`config.mk`:
```
export PLATFORM = sky130hd
export DESIGN_NAME = i2c_target_regs
export DESIGN_NICKNAME = d
export VERILOG_FILES = /design/src/rtl/i2c_target_regs_pkg.sv /design/src/rtl/i2c_target_regs_line_sync.sv /design/src/rtl/i2c_target_regs.sv
export SDC_FILE = /design/constraint.sdc
export NUM_CORES = 1
export LEC_CHECK = 0
export BUFFER_PORTS_ARGS = -buffer_cell sky130_fd_sc_hd__buf_2
export CAP_MARGIN = 0
export CORE_ASPECT_RATIO = 0.9
export CORE_MARGIN = 4
export CORE_UTILIZATION = 35
export CTS_CLUSTER_DIAMETER = 120
export DETAILED_ROUTE_END_ITERATION = 6
export PLACE_DENSITY = 0.63
export SYNTH_ARGS = -nofsm -noshare
export SYNTH_HDL_FRONTEND = slang
export SYNTH_HIERARCHICAL = 1
export SYNTH_SLANG_ARGS = --single-unit
```
`constraint.sdc`:
```
create_clock -name i_clk -period 2.6 [get_ports i_clk]
set_clock_uncertainty 0.15 [all_clocks]
set_input_delay 0.39 -clock i_clk [delete_from_list [all_inputs] [get_ports i_clk]]
set_output_delay 0.39 -clock i_clk [all_outputs]
set_load 0.02 [all_outputs]
```
`src/rtl/i2c_target_regs_pkg.sv`:
```
// Shared definitions for the I2C target: FSM states, bus bit constants and address decode helper.
// The controller side of the bus imports the same package so both agree on ACK polarity and R/W position.
package i2c_target_regs_pkg;

    typedef enum logic [2:0] {
        ST_IDLE,
        ST_ADDR,
        ST_ADDR_ACK,
        ST_WR_BYTE,
        ST_WR_ACK,
        ST_RD_BYTE,
        ST_RD_ACK,
        ST_IGNORE
    } state_t;

    localparam logic       ACK       = 1'b0;
    localparam logic       NACK      = 1'b1;
    localparam logic       RW_WRITE  = 1'b0;
    localparam int         RW_BIT    = 0;
    localparam int         CNT_W     = 4;
    localparam logic [3:0] BYTE_BITS = 4'd8;

    // Address frame is {addr[6:0], rw}; only the upper seven bits select the target.
    function automatic logic addr_match(input logic [7:0] frame, input logic [6:0] addr);
        return frame[7:1] == addr;
    endfunction

endpackage

```
`src/rtl/i2c_target_regs_line_sync.sv`:
```
// Brings raw SCL/SDA into the system clock domain and flags SCL edges plus START/STOP conditions.
// Flops reset to 1 so an idle (pulled-up) bus produces no spurious edges when reset releases.
module i2c_line_sync (
    input  logic i_clk,
    input  logic i_rst,
    input  logic i_scl,
    input  logic i_sda,
    output logic o_scl,
    output logic o_sda,
    output logic o_scl_rise,
    output logic o_scl_fall,
    output logic o_start_det,
    output logic o_stop_det
);

    logic [1:0] scl_sync_q, scl_sync_d;
    logic [1:0] sda_sync_q, sda_sync_d;
    logic       scl_prev_q, scl_prev_d;
    logic       sda_prev_q, sda_prev_d;

    always_comb begin
        scl_sync_d = {scl_sync_q[0], i_scl};
        sda_sync_d = {sda_sync_q[0], i_sda};
        scl_prev_d = scl_sync_q[1];
        sda_prev_d = sda_sync_q[1];
    end

    always_ff @(posedge i_clk or posedge i_rst) begin
        if (i_rst) begin
            scl_sync_q <= 2'b11;
            sda_sync_q <= 2'b11;
            scl_prev_q <= 1'b1;
            sda_prev_q <= 1'b1;
        end else begin
            scl_sync_q <= scl_sync_d;
            sda_sync_q <= sda_sync_d;
            scl_prev_q <= scl_prev_d;
            sda_prev_q <= sda_prev_d;
        end
    end

    assign o_scl       = scl_sync_q[1];
    assign o_sda       = sda_sync_q[1];
    assign o_scl_rise  =  scl_sync_q[1] & ~scl_prev_q;
    assign o_scl_fall  = ~scl_sync_q[1] &  scl_prev_q;
    // SCL must be high on both samples so an SCL edge coinciding with SDA is not mistaken for a condition.
    assign o_start_det =  scl_sync_q[1] & scl_prev_q &  sda_prev_q & ~sda_sync_q[1];
    assign o_stop_det  =  scl_sync_q[1] & scl_prev_q & ~sda_prev_q &  sda_sync_q[1];

endmodule

```
`src/rtl/i2c_target_regs.sv`:
```
// I2C target mapping 7-bit addressed transfers onto a byte register port with an auto-increment pointer.
// SDA is open-drain (only the enable toggles) and SCL is never stretched.
module i2c_target_regs
    import i2c_target_regs_pkg::*;
#(
    parameter logic [6:0] TARGET_ADDR = 7'h42,
    parameter int         DATA_DEPTH  = 8
) (
    input  logic                  i_clk,
    input  logic                  i_rst,
    input  logic                  i_scl,
    input  logic                  i_sda,
    output logic                  o_sda_oe,
    output logic                  o_sda,
    output logic                  o_wr_valid,
    output logic [DATA_DEPTH-1:0] o_wr_addr,
    output logic [DATA_DEPTH-1:0] o_wr_data,
    output logic [DATA_DEPTH-1:0] o_rd_addr,
    input  logic [DATA_DEPTH-1:0] i_rd_data,
    output logic                  o_busy
);

    logic line_scl, line_sda, scl_rise, scl_fall, start_det, stop_det;

    i2c_line_sync u_line_sync (
        .i_clk       (i_clk),
        .i_rst       (i_rst),
        .i_scl       (i_scl),
        .i_sda       (i_sda),
        .o_scl       (line_scl),
        .o_sda       (line_sda),
        .o_scl_rise  (scl_rise),
        .o_scl_fall  (scl_fall),
        .o_start_det (start_det),
        .o_stop_det  (stop_det)
    );

    state_t                state_q, state_d;
    logic [DATA_DEPTH-1:0] shift_q, shift_d;
    logic [CNT_W-1:0]      bit_cnt_q, bit_cnt_d;
    logic [DATA_DEPTH-1:0] pointer_q, pointer_d;
    logic                  first_byte_q, first_byte_d;
    logic                  rw_q, rw_d;
    logic                  nack_q, nack_d;
    logic                  sda_oe_q, sda_oe_d;
    logic                  busy_q, busy_d;
    logic                  wr_valid_q, wr_valid_d;
    logic [DATA_DEPTH-1:0] wr_addr_q, wr_addr_d;
    logic [DATA_DEPTH-1:0] wr_data_q, wr_data_d;

    logic bit_close;
    logic byte_done;

    // SDA may only move while SCL is low, so every drive change is keyed to a qualified falling edge.
    assign bit_close = scl_fall & ~line_scl;
    assign byte_done = bit_close & (bit_cnt_q == BYTE_BITS);

    always_comb begin
        state_d      = state_q;
        shift_d      = shift_q;
        bit_cnt_d    = bit_cnt_q;
        pointer_d    = pointer_q;
        first_byte_d = first_byte_q;
        rw_d         = rw_q;
        nack_d       = nack_q;
        sda_oe_d     = sda_oe_q;
        busy_d       = busy_q;
        wr_valid_d   = 1'b0;
        wr_addr_d    = wr_addr_q;
        wr_data_d    = wr_data_q;

        if (stop_det) begin
            state_d  = ST_IDLE;
            sda_oe_d = 1'b0;
            busy_d   = 1'b0;
        end else if (start_det) begin
            state_d   = ST_ADDR;
            bit_cnt_d = '0;
            sda_oe_d  = 1'b0;
            busy_d    = 1'b0;
        end else begin
            unique case (state_q)
                ST_IDLE: begin
                    sda_oe_d = 1'b0;
                end

                ST_ADDR: begin
                    if (scl_rise) begin
                        shift_d   = {shift_q[DATA_DEPTH-2:0], line_sda};
                        bit_cnt_d = bit_cnt_q + CNT_W'(1);
                    end else if (byte_done) begin
                        rw_d = shift_q[RW_BIT];
                        if (addr_match(shift_q, TARGET_ADDR)) begin
                            state_d  = ST_ADDR_ACK;
                            sda_oe_d = 1'b1;
                            busy_d   = 1'b1;
                        end else begin
                            state_d = ST_IGNORE;
                        end
                    end
                end

                ST_ADDR_ACK: begin
                    if (bit_close) begin
                        bit_cnt_d = '0;
                        if (rw_q == RW_WRITE) begin
                            state_d      = ST_WR_BYTE;
                            first_byte_d = 1'b1;
                            sda_oe_d     = 1'b0;
                        end else begin
                            state_d   = ST_RD_BYTE;
                            shift_d   = i_rd_data;
                            pointer_d = pointer_q + DATA_DEPTH'(1);
                            sda_oe_d  = ~i_rd_data[DATA_DEPTH-1];
                        end
                    end
                end

                ST_WR_BYTE: begin
                    if (scl_rise) begin
                        shift_d   = {shift_q[DATA_DEPTH-2:0], line_sda};
                        bit_cnt_d = bit_cnt_q + CNT_W'(1);
                    end else if (byte_done) begin
                        state_d  = ST_WR_ACK;
                        sda_oe_d = 1'b1;
                        // The first data byte after the address selects the register; later bytes are writes.
                        if (first_byte_q) begin
                            pointer_d    = shift_q;
                            first_byte_d = 1'b0;
                        end else begin
                            wr_valid_d = 1'b1;
                            wr_addr_d  = pointer_q;
                            wr_data_d  = shift_q;
                            pointer_d  = pointer_q + DATA_DEPTH'(1);
                        end
                    end
                end

                ST_WR_ACK: begin
                    if (bit_close) begin
                        state_d   = ST_WR_BYTE;
                        sda_oe_d  = 1'b0;
                        bit_cnt_d = '0;
                    end
                end

                ST_RD_BYTE: begin
                    if (scl_rise) begin
                        bit_cnt_d = bit_cnt_q + CNT_W'(1);
                    end else if (byte_done) begin
                        state_d  = ST_RD_ACK;
                        sda_oe_d = 1'b0;
                    end else if (bit_close) begin
                        shift_d  = {shift_q[DATA_DEPTH-2:0], 1'b0};
                        sda_oe_d = ~shift_q[DATA_DEPTH-2];
                    end
                end

                ST_RD_ACK: begin
                    if (scl_rise) begin
                        nack_d = line_sda;
                    end else if (bit_close) begin
                        if (nack_q == ACK) begin
                            state_d   = ST_RD_BYTE;
                            bit_cnt_d = '0;
                            shift_d   = i_rd_data;
                            pointer_d = pointer_q + DATA_DEPTH'(1);
                            sda_oe_d  = ~i_rd_data[DATA_DEPTH-1];
                        end else begin
                            state_d  = ST_IGNORE;
                            sda_oe_d = 1'b0;
                        end
                    end
                end

                ST_IGNORE: begin
                    sda_oe_d = 1'b0;
                end

                default: begin
                    state_d  = ST_IDLE;
                    sda_oe_d = 1'b0;
                end
            endcase
        end
    end

    always_ff @(posedge i_clk or posedge i_rst) begin
        if (i_rst) begin
            state_q      <= ST_IDLE;
            shift_q      <= '0;
            bit_cnt_q    <= '0;
            pointer_q    <= '0;
            first_byte_q <= 1'b0;
            rw_q         <= RW_WRITE;
            nack_q       <= NACK;
            sda_oe_q     <= 1'b0;
            busy_q       <= 1'b0;
            wr_valid_q   <= 1'b0;
            wr_addr_q    <= '0;
            wr_data_q    <= '0;
        end else begin
            state_q      <= state_d;
            shift_q      <= shift_d;
            bit_cnt_q    <= bit_cnt_d;
            pointer_q    <= pointer_d;
            first_byte_q <= first_byte_d;
            rw_q         <= rw_d;
            nack_q       <= nack_d;
            sda_oe_q     <= sda_oe_d;
            busy_q       <= busy_d;
            wr_valid_q   <= wr_valid_d;
            wr_addr_q    <= wr_addr_d;
            wr_data_q    <= wr_data_d;
        end
    end

    assign o_sda_oe   = sda_oe_q;
    assign o_sda      = 1'b0;
    assign o_wr_valid = wr_valid_q;
    assign o_wr_addr  = wr_addr_q;
    assign o_wr_data  = wr_data_q;
    assign o_rd_addr  = pointer_q;
    assign o_busy     = busy_q;

endmodule

```
==> results.toml <==
[synthesis]
syn_avg_cell_area_sq_um = 8.96
synthesis.area_sq_mm = 0.00277
synthArstFlopShare = 1.00
ys_warn_count = 6
netlist_instances = 309
synth-main-ff-cell = "dfrtp_1"
yosysUniqueCellTypes = 56
syn-num-nets = 324
yosysSeqAreaShare = 0.464
synth-seq-cells = 51
synth-edff-count = 0

[finish]
synthToLayoutAreaGrowth_pct = 16.3
drive_gt1_frac = 0.254
antenna_cells = 0
fin_nets = 368
post-route-cell-area_sq_mm = 0.00322
nFillCells = 779

[pwr]
p_clk_frac = 0.155
p_sw_frac = 0.429
p_per_area_mw_per_mm2 = 980
comb_power_share = 0.434
power.switching_mw = 1.35
peakVddDrop_mv = 0.369
p_leak_nw = 1.59
p_int_mw = 1.80
power_frac_seq = 0.411

[timing]
fmaxAchievable_mhz = 412
finalCritPeriodShare = 0.933
worstMarginPinSlew_ns = 0.566
slew_viol_final = 0
fin_setup_tns_ns = 0
rsz0062_at_grt = "false"
hold_violations = 0
fin_crit_ns = 2.43
setup_violations = 0
relSlewSlack = 0.621

[global_route]
grt_first_pass_wirelength_mm = 10.8
antenna_found_initial = 0
first_global_vias = 2211
grt_usage = 0.144
grt_overflow = 0
grt_max_degree = 25

[placed_design]
place.gp.congestion = 0.836
place_area_sq_mm = 0.00310
dp_hpwl_mm = 4.77
numPortBuffers = 38

[routing]
vias = 2354
drtPass1Iterations = 4
vias_per_cell = 5.23
antenna_left = 0
drt_wl_total_mm = 6.50
wl_per_cell_um = 14.4
drc = 0
drt-initial-drc-count = 230

[setup_path]
criticalPathCategory = "flop to flop"
crit_family = "simple AND/OR/NAND/NOR gates"
cp-end-kind = "flop"
cp_max_fo = 17
arrival_ns = 2.47
slowest_delay_ns = 0.66
crit_required_ns = 2.64
crit_buf_inv = 0
crit_path_top_delay_cell = "or4b_4"
crit_path_frequent_cell = "nand2_1"
cp_cell_sequence = "nor2b_1, nand2b_4, or3_4, or4b_4, nand2_1, nand2_1"
start_kind = "flop"

[clock_network]
clk_latency_ns = 0.30
post-cts-setup-buffers = 0
cts_sinks = 51
clk_pin_slew_ns = 0.09
htree_levels = 2
cts_made_buffers = 5
cts_tree = "yes"
clockRootBuffer = "clkbuf_8"
clk_path_buf_depth = 2

[flow_run]
drv_cap = 0

[floorplan]
die_area_sq_mm = 0.00940
start_util = 0.363
row_count = 30
die_h_um = 92.4
die_width_um = 102
io_pins = 40
core_sq_mm = 0.00762

[worst_hold_path]
hold_path.class = "input pin to flop"

[run_status]
status = "finished clean"
-- layout make-up --
| class | instances | area [sq um] | area share |
|---|---|---|---|
| inverter | 9 | 33.8 | 0.0105 |
| timing repair buffer | 53 | 318 | 0.0988 |
| tap | 96 | 120 | 0.0373 |
| sequential | 51 | 1280 | 0.399 |
| multi-input combinational | 233 | 1360 | 0.423 |
| clock buffer | 6 | 82.6 | 0.0257 |
| clock inverter | 2 | 16.3 | 0.00505 |
-- per-layer routing --
layer / track usage / wire (um)
met1: 0.210 / 3210
met2: 0.220 / 2940
met3: 0.0264 / 293
met4: 0.0354 / 56
met5: 0 / 0
-- final timing paths --
| kind | slack (ns) | depth (start not counted) | end | startpoint |
|---|---|---|---|---|
| hold / removal | 0.03 | 1 | u_line_sync/sda_sync_q[0] | i_sda |
| setup / recovery | 0.17 | 6 | o_wr_data[5] | u_line_sync/scl_prev_q |
| hold reg to reg | 0.21 | 0 | u_line_sync/sda_sync_q[1] | u_line_sync/sda_sync_q[0] |
| max in group asynchronous | 1.27 | 4 | o_wr_valid | i_rst |
| min in group asynchronous | 0.53 | 3 | o_wr_addr[2] | i_rst |
| setup reg to reg | 0.17 | 6 | o_wr_data[5] | u_line_sync/scl_prev_q |
-- synthesized netlist by cell type, types with 3 or more instances --
cell      count  area [sq um]
a21oi_1      23           115
and3_1        4          25.0
buf_2         7          35.0
clkbuf_1      6          22.5
dfrtp_1      44          1100
dfstp_2       7           184
ha_1          3          37.5
inv_1         9          33.8
mux2_2       10           113
mux2i_1       3          30.0
nand2_1      86           323
nand2b_1      5          31.3
nand3_1      10          50.1
nand4_1       3          18.8
nor2_1       13          48.8
nor2b_1       4          25.0
nor3_1        7          35.0
nor4b_1       3          26.3
o21ai_0      12          60.1
o22ai_1       5          31.3
o31ai_1       3          22.5
-- layout by cell type, fill, tap and decap left out, types with 2 or more instances in the layout --
cell,count
a211oi_1,2
a21oi_1,23
and3_1,4
and3b_1,2
and4b_1,2
buf_2,38
buf_4,13
clkbuf_8,6
dfrtp_1,44
dfstp_2,7
ha_1,3
inv_1,8
mux2_2,10
mux2i_1,3
nand2_1,86
nand2b_1,5
nand3_1,10
nand4_1,3
nor2_1,13
nor2b_1,2
nor2b_2,2
nor3_1,7
nor4b_1,3
o211ai_1,2
o21a_1,2
o21ai_0,12
o22ai_1,5
o2bb2ai_1,2
o31ai_1,3
or2_2,2
-- repair_timing --
| action | in CTS | in global routing |
|---|---|---|
| hold buffers | 1 | 0 |
| gates resized for setup | 0 | 2 |
| hold endpoints to repair | 15 | 0 |
| endpoints found under the setup margin | 0 | 17 |
-- state kept, by name (all words and copies together) (netlist names) --
signal / count
bit_cnt_q: 4
first_byte_q: 1
nack_q: 1
o_busy: 1
o_rd_addr: 8
o_sda_oe: 1
o_wr_addr: 8
o_wr_data: 8
o_wr_valid: 1
rw_q: 1
shift_q: 8
state_q: 3
u_line_sync/scl_prev_q: 1
u_line_sync/scl_sync_q: 2
u_line_sync/sda_prev_q: 1
u_line_sync/sda_sync_q: 2
-- kinds of logic after synthesis --
kind of cell	after synthesis	share of synthesized area
compound gates	62	0.146
fa+ha+maj	3	0.0136
other cells	1	0.00135
mux	13	0.0515
simple gates	154	0.278
flops	51	0.464
buf+inv	25	0.0452
-- metrics by stage --
| step | total power, mW | worst slack, ns | hold WS, ns | util | std cells |
|---|---|---|---|---|---|
| after floorplan | 2.26 | 0.233 | 0.195 | - | 309 |
| after detailed placement | 2.68 | 0.142 | 0.201 | 0.407 | 441 |
| after CTS | 3.18 | 0.120 | 0.0148 | 0.422 | 450 |
| final | 3.15 | 0.174 | 0.0347 | 0.422 | 450 |
| after global placement | 2.64 | 0.179 | 0.196 | 0.407 | 441 |
| after global routing | 3.43 | 0.0546 | 0.0114 | 0.422 | 450 |
-- power groups by stage --
| stage | Sequential, mW | Combinational, mW | Clock (mW) |
|---|---|---|---|
| 6_report | 1.30 | 1.37 | 0.488 |
| 4_1_cts | 1.29 | 1.37 | 0.517 |
| 3_3_place_gp | 1.30 | 1.34 | 0 |
| 2_1_floorplan | 1.30 | 0.965 | 0 |
| 3_5_place_dp | 1.31 | 1.37 | 0 |
| 5_1_grt | 1.34 | 1.54 | 0.547 |
Power figures use the tool's default switching activity.
